--- config.mk ---
export PLATFORM = sky130hd
export DESIGN_NAME = axis_y_downsizer
export DESIGN_NICKNAME = d
export VERILOG_FILES = /design/src/rtl/axis_y_pkg.sv /design/src/rtl/lane_keep_count.sv /design/src/rtl/axis_y_downsizer.sv
export SDC_FILE = /design/constraint.sdc
export NUM_CORES = 1
export LEC_CHECK = 0
export ABC_AREA = 1
export BUFFER_PORTS_ARGS = -buffer_cell sky130_fd_sc_hd__buf_4
export CAP_MARGIN = 10
export CORE_MARGIN = 10
export CORE_UTILIZATION = 55
export CTS_BUF_LIST = sky130_fd_sc_hd__clkbuf_16
export DETAILED_ROUTE_END_ITERATION = 12
export PLACE_DENSITY = 0.82
export SETUP_SLACK_MARGIN = 0.15
export SYNTH_ARGS = -nofsm -noshare
export SYNTH_HDL_FRONTEND = slang
export SYNTH_SLANG_ARGS = --single-unit
--- constraint.sdc ---
create_clock -name clk -period 6.4 [get_ports clk]
set_clock_uncertainty 0.1 [all_clocks]
set_input_delay 1.28 -clock clk [delete_from_list [all_inputs] [get_ports clk]]
set_output_delay 1.28 -clock clk [all_outputs]
set_load 0.02 [all_outputs]
--- src/rtl/axis_y_pkg.sv ---
// rtl/axis_y_pkg.sv - shared state type and width helpers for the lane-array downsizer
package axis_y_pkg;

    typedef enum logic {
        ST_EMPTY = 1'b0,
        ST_SEND  = 1'b1
    } state_t;

    // Lanes carried per output subword.
    function automatic int calc_l(input int axi_width, input int wy);
        return (wy > 0) ? axi_width / wy : 0;
    endfunction

    // Subwords needed to drain one full input beat.
    function automatic int calc_n(input int r, input int axi_width, input int wy);
        int l;
        l = calc_l(axi_width, wy);
        return (l > 0) ? r / l : 0;
    endfunction

    function automatic bit widths_ok(input int r, input int wy, input int axi_width);
        int l;
        if (wy <= 0 || (wy % 8) != 0 || axi_width < wy || (axi_width % wy) != 0)
            return 1'b0;
        l = axi_width / wy;
        return (r >= l) && ((r % l) == 0);
    endfunction

endpackage

--- src/rtl/lane_keep_count.sv ---
// rtl/lane_keep_count.sv - popcount and lane-0 prefix check of a per-lane keep vector
module lane_keep_count #(
    parameter int R  = 8,
    parameter int CW = $clog2(R + 1)
) (
    input  logic [R-1:0]  keep,
    output logic [CW-1:0] count,
    output logic          contig
);

    localparam logic [R-1:0] ONE = {{(R-1){1'b0}}, 1'b1};

    always_comb begin
        count = '0;
        for (int i = 0; i < R; i++)
            count = count + CW'(keep[i]);
    end

    // A prefix mask 0..01..1 has no bit in common with itself plus one.
    assign contig = ((keep & (keep + ONE)) == '0);

endmodule

--- src/rtl/axis_y_downsizer.sv ---
// rtl/axis_y_downsizer.sv - splits an R-lane array row into AXI_WIDTH subwords for the s2mm DMA
module axis_y_downsizer
    import axis_y_pkg::*;
#(
    parameter int R         = 8,
    parameter int WY        = 32,
    parameter int AXI_WIDTH = 128
) (
    input  logic                   clk,
    input  logic                   rstn,
    input  logic [R*WY-1:0]        s_axis_tdata,
    input  logic [R-1:0]           s_axis_tkeep,
    input  logic                   s_axis_tlast,
    input  logic                   s_axis_tvalid,
    output logic                   s_axis_tready,
    output logic [AXI_WIDTH-1:0]   m_axis_tdata,
    output logic [AXI_WIDTH/8-1:0] m_axis_tkeep,
    output logic                   m_axis_tlast,
    output logic                   m_axis_tvalid,
    input  logic                   m_axis_tready,
    output logic [31:0]            byte_count,
    output logic                   done,
    output logic                   err_keep
);

    localparam int L   = calc_l(AXI_WIDTH, WY);
    localparam int N   = calc_n(R, AXI_WIDTH, WY);
    localparam int KW  = (N > 1) ? $clog2(N) : 1;
    localparam int CW  = $clog2(R + 1);
    localparam int BPL = WY / 8;
    localparam int KB  = AXI_WIDTH / 8;

    generate
        if (!widths_ok(R, WY, AXI_WIDTH)) begin : g_bad_widths
            $error("axis_y_downsizer: WY must be a byte multiple dividing AXI_WIDTH, and R a multiple of AXI_WIDTH/WY");
        end
    endgenerate

    state_t          state_q, state_d;
    logic [KW-1:0]   k_q, last_q, in_last, j;
    logic [R*WY-1:0] data_q, src_data;
    logic [R-1:0]    keep_q, src_keep;
    logic            tlast_q, src_tlast;
    logic [KW-1:0]   src_last;
    logic            restart_q;
    logic            load, advance;
    logic            m_hs, s_hs, at_last, in_bad;
    logic [CW-1:0]   in_cnt;
    logic            in_contig;
    logic [AXI_WIDTH-1:0] sub_data;
    logic [KB-1:0]   sub_keep;
    logic            sub_tlast;
    logic [31:0]     out_bytes;
    int              subs;

    lane_keep_count #(.R(R), .CW(CW)) u_keep_count (
        .keep   (s_axis_tkeep),
        .count  (in_cnt),
        .contig (in_contig)
    );

    assign m_hs    = m_axis_tvalid & m_axis_tready;
    assign at_last = (k_q == last_q);
    // Zero-bubble: the last subword's handshake frees the holding register this same cycle.
    assign s_axis_tready = rstn & ((state_q == ST_EMPTY) | ((state_q == ST_SEND) & m_hs & at_last));
    assign s_hs    = s_axis_tvalid & s_axis_tready;
    assign in_bad  = (~s_axis_tlast & ~(&s_axis_tkeep)) | ~in_contig |
                     (s_axis_tlast & (s_axis_tkeep == '0));

    always_comb begin
        subs = (int'(in_cnt) + L - 1) / L;
        if (subs < 1)
            subs = 1;
        in_last = s_axis_tlast ? KW'(subs - 1) : KW'(N - 1);
    end

    always_comb begin
        state_d = state_q;
        load    = 1'b0;
        advance = 1'b0;
        case (state_q)
            ST_EMPTY: begin
                if (s_hs) begin
                    state_d = ST_SEND;
                    load    = 1'b1;
                end
            end
            ST_SEND: begin
                if (m_hs) begin
                    if (at_last) begin
                        if (s_hs)
                            load = 1'b1;
                        else
                            state_d = ST_EMPTY;
                    end else begin
                        advance = 1'b1;
                    end
                end
            end
            default: state_d = ST_EMPTY;
        endcase
    end

    // Next subword comes either from the beat being accepted or from the held beat.
    always_comb begin
        src_data  = load ? s_axis_tdata : data_q;
        src_keep  = load ? s_axis_tkeep : keep_q;
        src_tlast = load ? s_axis_tlast : tlast_q;
        src_last  = load ? in_last      : last_q;
        j         = advance ? (k_q + KW'(1)) : '0;
        sub_data  = src_data[int'(j)*AXI_WIDTH +: AXI_WIDTH];
        sub_keep  = '0;
        for (int b = 0; b < KB; b++)
            sub_keep[b] = src_keep[int'(j)*L + b/BPL];
        sub_tlast = src_tlast & (j == src_last);
    end

    always_comb begin
        out_bytes = '0;
        for (int b = 0; b < KB; b++)
            out_bytes = out_bytes + 32'(m_axis_tkeep[b]);
    end

    always_ff @(posedge clk) begin
        if (!rstn) begin
            state_q       <= ST_EMPTY;
            k_q           <= '0;
            last_q        <= '0;
            data_q        <= '0;
            keep_q        <= '0;
            tlast_q       <= 1'b0;
            m_axis_tdata  <= '0;
            m_axis_tkeep  <= '0;
            m_axis_tlast  <= 1'b0;
            m_axis_tvalid <= 1'b0;
            byte_count    <= '0;
            done          <= 1'b0;
            err_keep      <= 1'b0;
            restart_q     <= 1'b1;
        end else begin
            state_q       <= state_d;
            m_axis_tvalid <= (state_d == ST_SEND);
            done          <= m_hs & m_axis_tlast;
            if (load) begin
                data_q  <= s_axis_tdata;
                keep_q  <= s_axis_tkeep;
                tlast_q <= s_axis_tlast;
                last_q  <= in_last;
                k_q     <= '0;
            end else if (advance) begin
                k_q <= k_q + KW'(1);
            end
            if (load || advance) begin
                m_axis_tdata <= sub_data;
                m_axis_tkeep <= sub_keep;
                m_axis_tlast <= sub_tlast;
            end
            if (s_hs && in_bad)
                err_keep <= 1'b1;
            if (m_hs) begin
                byte_count <= restart_q ? out_bytes : byte_count + out_bytes;
                restart_q  <= m_axis_tlast;
            end
        end
    end

endmodule

# Word level (Yosys, flattened, before mapping)

Index checks and enable logic that the tools add are counted.

$add $sub $neg: 32
$lt $le $gt $ge: 5
Eq/ne operators: 2
Shift operators: 1
Muxes and demuxes: 29
Bitwise logic cells: 19
Reduce and logical (&&, ||, !) cells: 7

Operator list:

| operator                                                               | count |
|---|---|
| 256-bit two-way mux                                                    | 1 |
| 256-bit by 9-bit variable part select with 128-bit output              | 1 |
| 32-bit by 1-bit adder with 32-bit output                               | 1 |
| 32-bit by 16-bit adder with 32-bit output                              | 1 |
| 32-bit by 2-bit < comparator with 1-bit output (second input constant) | 1 |
| 32-bit two-way mux                                                     | 1 |
| 4-bit by 1-bit adder with 4-bit output                                 | 6 |
| 1-bit two-way mux                                                      | 21 |
| 15-bit by 1-bit adder with 16-bit output                               | 1 |
| 8-bit logical NOT                                                      | 2 |
| 14-bit by 1-bit adder with 15-bit output                               | 1 |
| 13-bit by 1-bit adder with 14-bit output                               | 1 |
| 12-bit by 1-bit adder with 13-bit output                               | 1 |
| 11-bit by 1-bit adder with 12-bit output                               | 1 |
| 4-bit < comparator (second input constant)                             | 3 |
| 10-bit by 1-bit adder with 11-bit output                               | 1 |
| 9-bit by 1-bit adder with 10-bit output                                | 1 |
| 1-bit bitwise AND                                                      | 10 |
| 8-bit by 1-bit adder with 9-bit output                                 | 1 |
| 1-bit binary-select mux with 3-bit select                              | 3 |
| 3-bit by 2-bit adder with 4-bit output (second input constant)         | 2 |
| 7-bit by 1-bit adder with 8-bit output                                 | 1 |
| 8-bit by 1-bit adder with 8-bit output (second input constant)         | 1 |
| 8-bit bitwise AND                                                      | 1 |
| other kinds (21)                                                       | 31 |

Register bits after elaboration: 445
Bits of input ports: 269

# Depth between registers and ports, before layout

Word-level depth: 19
Depth in mapped cells: 21
Depth with buffers taken out: 21

# Hierarchy

From an unflattened synthesis, not the netlist that was laid out.

Cells, all modules: 3,559
Area total of the unflattened synthesis: 22,485.3 µm²

Modules (own cells, without submodules):

| module           | instances | cells each | area an instance (µm²) | sequential area each (µm²) |
|---|---|---|---|---|
| axis_y_downsizer | 1         | 3,525      | 22,243.8               | 8,728.4 |
| lane_keep_count  | 1         | 34         | 241.5                  | 0.0 |

# Worst setup path after synthesis

OpenSTA, ideal clock, no wires.

Path kind: input-to-reg
Start point: input port s_axis_tkeep[0]
End point: register m_axis_tlast
Setup time: 0.119 ns
Arrival time: 4.005 ns
Data required time: 6.181 ns
Path slack: 2.175 ns
Stages on the path: 17
Buffers on the path: 0
Cell sequence: inv_1 > ha_1 > inv_1 > fa_1 > fa_1 > inv_1 > fa_1 > inv_1 > fa_1 > nand2_1 > nand3_1 > nand3_1 > nand3_1 > nand2_1 > nand2_1 > nand2_1 > a21oi_1

Cells in the longest elaborated chain, start to end: 19

RTL lines:

| what                                                          | RTL line                | RTL |
|---|---|---|
| start, declared                                               | axis_y_downsizer.sv:12  | `input logic [R-1:0] s_axis_tkeep,` |
| 1-bit by 1-bit adder with 2-bit output (*)                    | lane_keep_count.sv:16   | `count = count + CW'(keep[i]);` |
| 4-bit by 1-bit adder with 4-bit output (*) (6 in series)      | lane_keep_count.sv:16   |  |
| 4-bit by 3-bit adder with 5-bit output (*)                    | axis_y_downsizer.sv:71  | `subs = (int'(in_cnt) + L - 1) / L;` |
| 5-bit by 1-bit subtractor with 6-bit output (*)               | axis_y_downsizer.sv:71  |  |
| 2-bit OR reduction (no source line)                           | n/a                     |  |
| 1-bit bitwise AND (no source line)                            | n/a                     |  |
| 32-bit by 1-bit adder with 32-bit output (no source line) (*) | n/a                     |  |
| 32-bit by 2-bit < comparator with 1-bit output                | axis_y_downsizer.sv:72  | `if (subs < 1)` |
| 1-bit two-way mux (*)                                         | axis_y_downsizer.sv:72  |  |
| 1-bit subtractor (*)                                          | axis_y_downsizer.sv:74  | `in_last = s_axis_tlast ? KW'(subs - 1) : KW'(N - 1);` |
| 1-bit two-way mux (*)                                         | axis_y_downsizer.sv:74  |  |
| 1-bit two-way mux (*)                                         | n/a                     |  |
| 1-bit == test (*)                                             | axis_y_downsizer.sv:115 | `sub_tlast = src_tlast & (j == src_last);` |
| 1-bit bitwise AND (*)                                         | axis_y_downsizer.sv:115 |  |
| end signal, assigned                                          | axis_y_downsizer.sv:156 | `m_axis_tlast <= sub_tlast;` |
| end, declared                                                 | axis_y_downsizer.sv:18  | `output logic m_axis_tlast,` |

Every way passes the cells marked *; elsewhere a longest branch is shown, timed or not.
A chain may end at the register's enable or synchronous reset.

# Final worst setup path

Start point: input port rstn
End point: output port s_axis_tready

Cells in the longest elaborated chain, start to end: 1

RTL lines:

| what              | RTL line               | RTL |
|---|---|---|
| start, declared   | axis_y_downsizer.sv:10 | `input logic rstn,` |
| 1-bit bitwise AND | axis_y_downsizer.sv:65 | `assign s_axis_tready = rstn & ((state_q == ST_EMPTY) \| ((state_q == ST_SEND) & m_hs & at_last));` |
| end, declared     | axis_y_downsizer.sv:15 | `output logic s_axis_tready,` |

Every way passes these cells.

==> reports/results.txt <==
Status - complete, no violations
Compound-Gate Fraction of Synth Area - 0.0438
Clock Latency Late Sink - 0.57 ns
Post-synth net total - 3810
I/O Buffers - 449
Vias/cell - 5.02
PwrDens - 255 nW/um^2
Main flop type after synthesis - dfxtp_1
Layout area overhead - 21.6%
Post-CTS resize count - 0
DP HPWL - 43000 um
Total GRT Usage - 0.263
Routability congestion estimate - 0.882
Pin count of the biggest net entering global routing - 171
Crit. End Element - output pin
Period utilisation layout - 0.671
Worst hold path class - register to register
Post-DP Area - 25200 um^2
Async S/R FF share, synth - 0
Pint - 4.84 mW
Clock-pin slew on the worst setup and hold paths - 0.06 ns
Comb power frac - 0.185
Post-route cell area - 26700 um^2
Post-synth cell types - 32
Largest family of logic cells by synthesized area - simple AND/OR/NAND/NOR gates
Nature of the critical path startpoint - input port
H-Tree Level Count - 2
Final Hold Fails - 0
Worst rel slew slack - 0.278
Seq pwr share - 0.438
Sw frac - 0.289
Yosys warns - 0
GR peak layer - met2
Mean Syn Cell Area - 6.23 um^2
CTS tree - yes
Post-synthesis mux area share - 0
Setup TNS - 0 ns
VDD IR-drop max - 0.000200 V
Post-synth EDFFs - 0
WL final - 66200 um
First-pass GRT wire length - 105000 um
Final Slew Violations - 0
Simple-Gate Fraction of Synth Area - 0.351
Final setup fails - 0
Adder-cell share of the synthesized area - 0.0155
Most common cell after layout, fill and taps aside - nand2_1
Drt drc - 0
Deepest clock path buffer count - 3
Initial core utilization - 0.554
CTS root buffer - clkbuf_16
Kind of critical path - input port to output pin
Post-DRT Antenna Nets - 0
Vias in the first global route - 20.6k
CP arrival - 2.92 ns
Cells after synthesis - 3518
Total CTS buffers - 47
Width of the die - 220 um
Mapped Area - 21900 um^2
Row cnt - 73
Max cap viols - 0
Yosys reg bits - 436
Area fraction of the dominant cell type after synthesis - 0.398
Post-layout min period - 4.30 ns
Total vias in the final route - 22.1k
Top Ports - 450
Sw power - 1.97 mW
Die Y - 220 um
Fmax - 233 MHz
Core area - 39500 um^2
GRT met3 Usage - 0.0498
Least-Margin Pin Slew - 1.08 ns
CP required - 5.02 ns
Met1 usage - 0.325
Commonest non-fill, non-tap cells in the layout - 897 x nand2_1, 863 x inv_1, 463 x buf_4
Share of layout cells above drive strength 1 - 0.138
Initial antenna violation count - 5
Met2 Track Usage GR - 0.435
Post-layout net count - 4121
Clock power frac - 0.377
Iteration-0 DRC Markers - 1949
Drt wl/cell - 15.1 um
Synth top area cells - dfxtp_1 40%, nand2_1 15%, inv_1 15%
Overflow after GRT - 0
Setup repair bufs after CTS - 0
Seq/Total Area, Yosys - 0.398
Post-synth top area cell - dfxtp_1
Clock sink count - 436
Drt first pass iters - 8
Unrepaired setup endpoints after global routing - no
CP Max Fanout - 105
Leakage power - 15.4 nW
DIE AREA - 48300 um^2
Xor and xnor area share after synthesis - 0.00120
Post-CTS Hold Fix Bufs - 0
==> sequential cells by signal, indices dropped and copies added, names as in the netlist <==
| signal | flops |
|---|---|
| m_axis_tlast | 1 |
| keep_q | 8 |
| last_q | 1 |
| m_axis_tkeep | 4 |
| byte_count | 32 |
| data_q | 256 |
| m_axis_tdata | 128 |
| err_keep | 1 |
| done | 1 |
| k_q | 1 |
| restart_q | 1 |
| state_q | 1 |
| tlast_q | 1 |
==> power by group through the flow <==
stage / registers [mW] / clock network [mW] / logic (mW)
after CTS: 2.98 / 2.61 / 1.26
after global routing: 3.00 / 2.72 / 1.42
after detailed placement: 3.04 / 0 / 1.25
after floorplan: 3.11 / 0 / 0.741
after global placement: 3.03 / 0 / 1.23
final: 2.98 / 2.57 / 1.26
==> cell usage after synthesis (3+ instances only) <==
| master | n |
|---|---|
| clkinv_1 | 11 |
| nand4_1 | 140 |
| buf_4 | 20 |
| buf_2 | 73 |
| dfxtp_1 | 436 |
| ha_1 | 16 |
| a31oi_1 | 3 |
| nand3_1 | 428 |
| nand2_1 | 897 |
| xor2_1 | 3 |
| inv_1 | 853 |
| buf_1 | 15 |
| nor2_1 | 316 |
| fa_1 | 7 |
| nor3_1 | 9 |
| o21ai_0 | 150 |
| a21oi_1 | 24 |
| nor3b_1 | 3 |
| clkbuf_1 | 96 |
==> through the flow <==
stage	instances	setup slack [ns]	utilization	hold slack (ns)	total power, mW
floorplan	3518	2.18	-	0.379	3.85
global placement	4305	1.85	0.638	0.345	4.27
detailed placement	4305	1.80	0.638	0.349	4.29
CTS	4390	2.06	0.674	0.357	6.85
global route	4394	2.01	0.674	0.386	7.14
finish	4395	2.10	0.674	0.351	6.81
==> logic make-up after synthesis <==
family                   count (synthesis)
XOR/XNOR                                 3
adder cells (fa/ha/maj)                 23
buffers and inverters                 1070
AND/OR/NAND/NOR                       1799
flip-flops                             436
AO/OA/AOI/OAI                          187
==> worst paths after layout <==
check                                     start              to  slack (ns)  depth (start not counted)
worst max-delay path                       rstn   s_axis_tready        2.10                          4
worst min-delay path                   err_keep        err_keep        0.35                          2
worst max register to register  m_axis_tkeep[3]  byte_count[22]        2.49                         20
worst min register to register         err_keep        err_keep        0.35                          2
==> cell type report <==
cell class	instances	area [um^2]
clock buffers	49	1230
well taps	525	657
inverters	866	3260
diodes	5	12.5
flip-flops and latches	436	8730
clock inverters	36	204
repair buffers	466	3530
multi-input cells	2012	9040
fillers	3555	12900
==> worst max-delay path, cell delays in order <==
cell      delay (ns)
clkbuf_8        0.53
inv_8           0.38
a21oi_1         0.45
buf_4           0.24
==> per-layer routing <==
metal	part of all wire	vias up	routed length, um
met5	0	-	0
li1	-	11100	-
met2	0.47	849	30900
met4	0.040	0	2650
met3	0.080	143	5280
met1	0.41	9927	27300
Power figures use the tool's default switching activity.
